File: config.mk
export PLATFORM = sky130hd
export DESIGN_NAME = bitserial_encoder_mc
export DESIGN_NICKNAME = d
export VERILOG_FILES = /design/src/rtl/bitserial_encoder_mc.sv
export SDC_FILE = /design/constraint.sdc
export NUM_CORES = 1
export LEC_CHECK = 0
export CAP_MARGIN = 20
export CORE_MARGIN = 4
export CORE_UTILIZATION = 65
export DETAILED_ROUTE_END_ITERATION = 6
export DONT_BUFFER_PORTS = 1
export PLACE_DENSITY = 0.81
export REMOVE_ABC_BUFFERS = 1
export SLEW_MARGIN = 20
export SYNTH_ARGS = -nofsm -noshare
export SYNTH_HDL_FRONTEND = slang
export SYNTH_SLANG_ARGS = --single-unit
File: constraint.sdc
create_clock -name clock -period 2.7 [get_ports clock]
set_input_delay 0.54 -clock clock [delete_from_list [all_inputs] [get_ports clock]]
set_output_delay 0.54 -clock clock [all_outputs]
set_load 0.02 [all_outputs]
File: src/rtl/bitserial_encoder_mc.sv
// bitserial_encoder_mc: LANES parallel RSC encoders (g0=1+D^2+D^3, g1=1+D+D^3) sharing one beat handshake.
// Latency: one cycle. A beat accepted at edge N is presented with out_valid from after edge N.
// Backpressure: one output register. Input and encoder state are frozen while out_valid && !out_ready; a tail stalls with it.
module bitserial_encoder_mc #(
  parameter int LANES       = 1,
  parameter int TERM_CYCLES = 3,
  parameter int CNT_W       = 16
) (
  input  logic             clock,
  input  logic             aclr_n,
  input  logic [LANES-1:0] bits_in,
  input  logic             bits_in_valid,
  input  logic             in_last_bits,
  input  logic             term_en,
  output logic             bits_in_ready,
  output logic [LANES-1:0] x_bits_out,
  output logic [LANES-1:0] z_bits_out,
  output logic             out_valid,
  input  logic             out_ready,
  output logic             tail,
  output logic             out_last,
  output logic [CNT_W-1:0] frame_bits
);

  localparam int TC_W = (TERM_CYCLES > 1) ? $clog2(TERM_CYCLES) : 1;

  typedef enum logic [1:0] {
    IDLE = 2'd0,
    DATA = 2'd1,
    TAIL = 2'd2
  } state_t;

  // Frame control
  state_t           state_q, state_d;
  logic             term_q, term_d;
  logic [TC_W-1:0]  tcnt_q, tcnt_d;

  // Per-lane shift registers. Lane i lives in bit i of each vector.
  // s1 is the newest stage.
  logic [LANES-1:0] s1_q, s1_d;
  logic [LANES-1:0] s2_q, s2_d;
  logic [LANES-1:0] s3_q, s3_d;

  // Output register
  logic             out_valid_q, out_valid_d;
  logic [LANES-1:0] x_q, x_d;
  logic [LANES-1:0] z_q, z_d;
  logic             tail_q, tail_d;
  logic             last_q, last_d;

  // Frame length bookkeeping
  logic [CNT_W-1:0] fcnt_q, fcnt_d;
  logic [CNT_W-1:0] fbits_q, fbits_d;

  // Shared handshake terms
  logic             slot_free;
  logic             in_ready;
  logic             in_acc;
  logic             tail_ld;
  logic             last_tail;
  logic             term_eff;
  logic             last_plain;
  logic [CNT_W-1:0] fcnt_inc;

  // Encoder datapath
  logic [LANES-1:0] c_bits;
  logic [LANES-1:0] a_bits;
  logic [LANES-1:0] z_bits;

  // The output slot is free when empty or being drained on this edge.
  assign slot_free  = !out_valid_q || out_ready;
  assign in_ready   = (state_q != TAIL) && slot_free;
  assign in_acc     = bits_in_valid && in_ready;
  assign tail_ld    = (state_q == TAIL) && slot_free;
  assign last_tail  = tail_ld && (tcnt_q == '0);

  // term_en is only meaningful on the first beat of a frame.
  // In IDLE the live pin is used; later beats use the latched copy.
  assign term_eff   = (state_q == IDLE) ? term_en : term_q;

  // Last data beat of an unterminated frame: closes the frame and clears lane state.
  assign last_plain = in_acc && in_last_bits && !term_eff;

  assign fcnt_inc   = (fcnt_q == {CNT_W{1'b1}}) ? fcnt_q : fcnt_q + CNT_W'(1);

  // In a tail beat the input is chosen so the feedback term a is zero.
  // Three such beats flush the register. Any extra tail beats then give x = z = 0.
  assign c_bits = (state_q == TAIL) ? (s2_q ^ s3_q) : bits_in;
  assign a_bits = c_bits ^ s2_q ^ s3_q;
  assign z_bits = a_bits ^ s1_q ^ s3_q;

  // Frame FSM: IDLE/DATA accept data beats; TAIL counts tail beats down to zero.
  always_comb begin
    state_d = state_q;
    term_d  = term_q;
    tcnt_d  = tcnt_q;
    case (state_q)
      IDLE, DATA: begin
        if (in_acc) begin
          if (state_q == IDLE) begin
            term_d = term_en;
          end
          if (in_last_bits) begin
            if (term_eff) begin
              state_d = TAIL;
              tcnt_d  = TC_W'(TERM_CYCLES - 1);
            end else begin
              state_d = IDLE;
            end
          end else begin
            state_d = DATA;
          end
        end
      end
      TAIL: begin
        if (tail_ld) begin
          if (tcnt_q == '0) begin
            state_d = IDLE;
          end else begin
            tcnt_d = tcnt_q - TC_W'(1);
          end
        end
      end
      default: begin
        state_d = IDLE;
      end
    endcase
  end

  // Encoder state, output register and frame counter. All advance only when a beat loads.
  always_comb begin
    s1_d        = s1_q;
    s2_d        = s2_q;
    s3_d        = s3_q;
    out_valid_d = out_valid_q;
    x_d         = x_q;
    z_d         = z_q;
    tail_d      = tail_q;
    last_d      = last_q;
    fcnt_d      = fcnt_q;
    fbits_d     = fbits_q;

    if (in_acc || tail_ld) begin
      out_valid_d = 1'b1;
      x_d         = c_bits;
      z_d         = z_bits;
      tail_d      = tail_ld;
      last_d      = tail_ld ? last_tail : (in_last_bits && !term_eff);
      if (last_plain || last_tail) begin
        s1_d = '0;
        s2_d = '0;
        s3_d = '0;
      end else begin
        s1_d = a_bits;
        s2_d = s1_q;
        s3_d = s2_q;
      end
    end else if (out_ready) begin
      out_valid_d = 1'b0;
    end

    if (in_acc) begin
      if (in_last_bits) begin
        fbits_d = fcnt_inc;
        fcnt_d  = '0;
      end else begin
        fcnt_d  = fcnt_inc;
      end
    end
  end

  // State registers with synchronous active-low clear.
  // A clear mid-frame drops the frame with no out_last.
  always_ff @(posedge clock) begin
    if (!aclr_n) begin
      state_q     <= IDLE;
      term_q      <= 1'b0;
      tcnt_q      <= '0;
      s1_q        <= '0;
      s2_q        <= '0;
      s3_q        <= '0;
      out_valid_q <= 1'b0;
      x_q         <= '0;
      z_q         <= '0;
      tail_q      <= 1'b0;
      last_q      <= 1'b0;
      fcnt_q      <= '0;
      fbits_q     <= '0;
    end else begin
      state_q     <= state_d;
      term_q      <= term_d;
      tcnt_q      <= tcnt_d;
      s1_q        <= s1_d;
      s2_q        <= s2_d;
      s3_q        <= s3_d;
      out_valid_q <= out_valid_d;
      x_q         <= x_d;
      z_q         <= z_d;
      tail_q      <= tail_d;
      last_q      <= last_d;
      fcnt_q      <= fcnt_d;
      fbits_q     <= fbits_d;
    end
  end

  assign bits_in_ready = in_ready;
  assign x_bits_out    = x_q;
  assign z_bits_out    = z_q;
  assign out_valid     = out_valid_q;
  assign tail          = tail_q;
  assign out_last      = last_q;
  assign frame_bits    = fbits_q;

endmodule

==> flow_summary.ini, run 1 <==
[global_route]
grt_max_degree = 21
grt_util_all_layers = 0.251
grt_pass1_wl_mm = 8.47
gr-total-overflow = 0
grt_pass1_vias = 1786
antenna_found_initial = 0

[yosys]
synth_area_um2 = 2280
synth_warnings = 0
async_flop_share = 0
netlist.area_leader.share = 0.396
synthFlopType = dfxtp_1
synth_edf_count = 0
synth_cells = 280
yosysMostFrequentCell = dfxtp_1
synth_cell_types = 52
synth_largest_area_cell = dfxtp_1
syn_area_per_cell_um2 = 8.13
ys_ff_latch = 45
ys_top_cells_by_count = 45 x dfxtp_1, 35 x nand2_1, 25 x a21oi_1, 24 x nor2_1, 13 x clkbuf_1
seq_area_frac_synth = 0.396
synthTopCellsByArea = dfxtp_1 40%, nand2_1 5.8%, a21oi_1 5.5%

[clocking]
post-cts-setup-buffer-count = 0
cts.path.max_buffers = 2
cts_tree = built
insertion_delay_ns = 0.36
numCtsBuffers = 5
cts_hold_buf = 0
clock-sinks = 45
clkSlewWorstSetupHoldPaths_ns = 0.13
htreeDepth = 2
cts_resized = 0
cts-root-buf = clkbuf_4

[floorplanning]
coreArea_um2 = 3360
start_util = 0.677
row_count = 21
ios = 29
die_area_um2 = 4510
die_h_um = 67.2
die_x_um = 67.2

[setup_path]
required_ns = 2.97
criticalPathCategory = flop to flop
slowest_delay_ns = 0.59
crit_chain = ha_1 -> inv_1 -> or4_1 -> nor2_2 -> nor2_1 -> a311oi_1
cp.arrival_ns = 2.44
start_kind = flop
crit_slowest_cell = or4_1
end_kind = flop
critPathMaxFanout = 7

[route]
ant_nets = 0
drt-vias-per-instance = 6.31
drtIter0Drc = 210
wl_mm = 5.10
dr.pass1.iters = 4
wl_per_cell_um = 15.9
drc_errors = 0
vias = 2026

[cells_and_area]
fill_cells = 304
finalNetCount = 283
syn_to_final_growth_pct = 4.45
diodes = 0
final_util = 0.707
drive_above_1_share = 0.0727

[timing]
rsz0062_at_grt = false
fmax_ghz = 0.461
finalSetupViolations = 0
worstMarginPinSlew_ns = 0.685
relSlewSlack = 0.543
tns_ns = 0
slew_violations = 0
period_needed_ns = 2.17
finalCritPeriodShare = 0.804
clock_skew_ns = 0.00904
layout_setup_ws_ns = 0.529
finalHoldViolations = 0

[power_and_ir_drop]
swShare = 0.253
power.share.clock = 0.341
intPower_uw = 952
p_leak_nw = 0.792
powerDensity_nw_per_um2 = 536
p_comb_frac = 0.088
seqPwrFrac = 0.571
p_sw_uw = 322
peakVddDrop_mv = 0.319

[placement]
hpwlAfterDp_mm = 3.56
io_buffer_count = 0
post-place-ws_ns = 0.577
gp_congestion = 0.967

[status]
outcome = completed

[run]
maxCapViolations = 0

[hold_path]
hold_path_class = primary input to flop
==> area by class of cell <==
cell class	count	area (µm²)	share of cell area
tap	46	57.6	0.0242
inverter	8	30.0	0.0126
timing repair buffer	5	37.5	0.0158
clock buffer	7	55.1	0.0232
clock inverter	1	30.0	0.0126
sequential	45	901	0.379
multi-input combinational	209	1270	0.533
==> per-stage QoR <==
stage | power, mW | instance area [µm²] | hold WS (ns) | cells
2_1_floorplan | 0.822 | 2200 | 0.436 | 262
3_3_place_gp | 0.852 | 2290 | 0.448 | 313
3_5_place_dp | 0.855 | 2290 | 0.456 | 313
4_1_cts | 1.28 | 2380 | 0.289 | 321
5_1_grt | 1.34 | 2380 | 0.266 | 321
6_report | 1.27 | 2380 | 0.293 | 321
==> worst paths after layout <==
| path | slack [ns] | to | startpoint | depth (start not counted) |
|---|---|---|---|---|
| hold reg to reg | 0.48 | tcnt_q[0] | tcnt_q[0] | 2 |
| setup reg to reg | 0.53 | fcnt_q[15] | fcnt_q[0] | 6 |
| hold / removal | 0.29 | frame_bits[5] | aclr_n | 1 |
| setup / recovery | 0.53 | fcnt_q[15] | fcnt_q[0] | 6 |
==> metal layers <==
layer / track usage / up-vias / share of wire
li1: - / 1016 / -
met1: 0.343 / 930 / 0.48
met2: 0.384 / 76 / 0.44
met3: 0.0632 / 4 / 0.070
met4: 0.0835 / 0 / 0.011
met5: 0 / - / 0
==> flip-flops by register name, indices dropped and copies added (netlist names), 2 cells and up <==
| signal | count |
|---|---|
| tcnt_q | 2 |
| fcnt_q | 16 |
| state_q | 2 |
| frame_bits | 16 |
==> power by group through the flow <==
stage               clock [mW]  sequential [mW]  combinational (mW)
detailed placement           0            0.743               0.112
CTS                      0.440            0.728               0.113
finish                   0.434            0.728               0.113
global placement             0            0.742               0.110
floorplan                    0            0.738              0.0840
global route             0.482            0.732               0.129
==> cells by family (layout without fill, tap and decap cells) <==
logic type	Yosys count	after routing	share of synthesized area
AO/OA/AOI/OAI	81	81	0.232
AND/OR/NAND/NOR	111	111	0.247
buffers and inverters	26	21	0.0478
multiplexers	4	4	0.0176
XOR/XNOR	11	11	0.0484
flip-flops	45	45	0.396
adder cells (fa/ha/maj)	2	2	0.0110
==> worst max-delay path, delay by kind of cell (launching register included) <==
kind / cells / cell delay [ns]
fa+ha+maj: 1 / 0.31
buf+inv: 1 / 0.14
simple gates: 3 / 0.90
flops: 1 / 0.44
compound gates: 1 / 0.29
==> placed cells by master, fill, tap and decap left out, types with 3 or more instances in the layout <==
cell type,n
o21ai_1,3
a22oi_1,3
dfxtp_1,45
or4_1,4
xnor2_1,5
nand2_1,35
a21oi_1,25
mux2i_1,4
a211oi_1,4
nor2_1,24
inv_1,8
and3_1,4
o41ai_1,4
o211ai_1,5
nand4_1,3
clkbuf_4,5
a31oi_1,8
nor3_1,9
o21ai_0,11
nand2b_1,3
or3_1,6
and2_1,3
buf_4,5
nand3_1,10
xor2_1,5
(Power assumes the default switching activity.)
==> run 2, diff against run 1 <==
CORE_UTILIZATION = 62   (was 65)
PLACE_DENSITY = 0.78   (was 0.81)
clock period = 2.24 ns   (was 2.7 ns; I/O delays follow)
==> run 2 against run 1 <==
Effect of this change: non-clock buffer count is 4 higher; via count is 2.1% higher; clock power is 14% higher; largest cell class unchanged.
==> flow_summary.ini, run 2 (synthesis gave the netlist of run 1 again) <==
[status]
outcome = completed

[setup_path]
cp.arrival_ns = 2.23
r2r_start = fcnt_q[2]
r2r-end = frame_bits[9]
crit_slowest_cell = or4_4
critPathMaxFanout = 12
start_kind = flop
criticalPathCategory = flop to flop
crit_chain = nand4_1 -> or4_4 -> nand2_1 -> xor2_1 -> a211oi_1
ff2ff_path_depth = 5
end_kind = flop
required_ns = 2.44
slowest_delay_ns = 0.71
reg2reg_setup_slack_ns = 0.21

[clocking]
clock-sinks = 45
numCtsBuffers = 5
cts-root-buf = clkbuf_8
cts_tree = built
clkSlewWorstSetupHoldPaths_ns = 0.08
post-cts-setup-buffer-count = 0
insertion_delay_ns = 0.29
htreeDepth = 2
cts.path.max_buffers = 2

[global_route]
use_met1 = 0.343
grt_pass1_wl_mm = 8.78
grtUsageMet3 = 0.0583
grt_util_met2 = 0.384
top_usage_layer = met2
grt_max_degree = 20
antenna_found_initial = 0
grt_util_all_layers = 0.249
grt_pass1_vias = 1907
gr-total-overflow = 0

[cells_and_area]
drive_above_1_share = 0.0863
fill_cells = 296
syn_to_final_growth_pct = 5.94
diodes = 0
final_cells = 324
final_cell_mix = 45 x dfxtp_1, 35 x nand2_1, 25 x a21oi_1
layout_commonest_cell = dfxtp_1
finalNetCount = 287

[timing]
slew_violations = 0
rsz0062_at_grt = false
finalHoldViolations = 0
fmax_ghz = 0.491
clock_skew_ns = 0.00468
finalSetupViolations = 0
relSlewSlack = 0.564
period_needed_ns = 2.03
finalCritPeriodShare = 0.908
worstMarginPinSlew_ns = 0.649
tns_ns = 0

[power_and_ir_drop]
powerDensity_nw_per_um2 = 628
peakVddDrop_mv = 0.518
p_leak_nw = 0.808

[floorplanning]
die_h_um = 68.6
die_x_um = 68.6
coreArea_um2 = 3440
die_area_um2 = 4700
ios = 29
row_count = 21
start_util = 0.661

[route]
drc_errors = 0
drt-vias-per-instance = 6.38
wl_per_cell_um = 16.3
ant_nets = 0
vias = 2068
wl_mm = 5.28
drtIter0Drc = 159
dr.pass1.iters = 4

[run]
maxCapViolations = 0

[placement]
dp_cells = 317
hpwlAfterDp_mm = 3.70
io_buffer_count = 0
gp_congestion = 0.884

[hold_path]
min_to = frame_bits[5]
hold_path_depth = 1
min-delay-start = aclr_n
hold_path_class = primary input to flop
-- run 2: worst max path at each step --
stage                    endpoint        from  cells past startpoint  slack, ns
floorplan                    s2_q  state_q[1]                      5       0.29
global placement       fcnt_q[15]   fcnt_q[0]                      6       0.26
detailed placement     fcnt_q[15]   fcnt_q[0]                      6       0.16
CTS                    fcnt_q[15]   fcnt_q[0]                      6       0.16
global route           fcnt_q[13]   fcnt_q[0]                      6       0.06
finish              frame_bits[9]   fcnt_q[2]                      5       0.21
-- run 2: area by class of cell --
class                   count  area [µm²]  area share
well taps                  46        57.6      0.0239
multi-input cells         209        1270       0.526
clock buffers               7        86.3      0.0358
flip-flops and latches     45         901       0.374
repair buffers              9        67.6      0.0280
inverters                   8        30.0      0.0125
-- run 2: per-stage QoR --
| step | total power [mW] | instance area, µm² | hold WS, ns | worst slack (ns) | utilization |
|---|---|---|---|---|---|
| after floorplan | 0.991 | 2200 | 0.436 | 0.292 | - |
| after global placement | 1.03 | 2320 | 0.445 | 0.257 | 0.675 |
| after detailed placement | 1.04 | 2320 | 0.454 | 0.160 | 0.675 |
| after CTS | 1.52 | 2410 | 0.277 | 0.158 | 0.700 |
| after global routing | 1.57 | 2410 | 0.278 | 0.0558 | 0.700 |
| final | 1.51 | 2410 | 0.279 | 0.205 | 0.700 |
-- run 2: repair_timing --
| item | in CTS | in global routing |
|---|---|---|
| gates resized for setup | 0 | 1 |
| endpoints found under the setup margin | 0 | 2 |
| endpoints found under the hold margin | 0 | 0 |
| hold buffers | 0 | 0 |
-- run 2: critical path, delay by kind of cell, from the launching register on --
kind | cells | cell delay, ns
AND/OR/NAND/NOR | 3 | 1.14
flip-flops | 1 | 0.47
AO/OA/AOI/OAI | 1 | 0.25
XOR/XNOR | 1 | 0.08
-- run 2: per-layer routing --
layer  part of all wire  wire [µm]  vias up
met3              0.077        409        6
met5                  0          0        -
met2               0.45       2350       81
li1                   -          -     1026
met1               0.47       2470      955
met4              0.010         54        0
-- run 2: where the power goes --
| group | total, mW | internal [mW] | switching (mW) |
|---|---|---|---|
| clock network | 0.496 | 0.245 | 0.252 |
| registers | 0.875 | 0.829 | 0.0467 |
| logic | 0.143 | 0.0546 | 0.0884 |
| total | 1.51 | 1.13 | 0.387 |
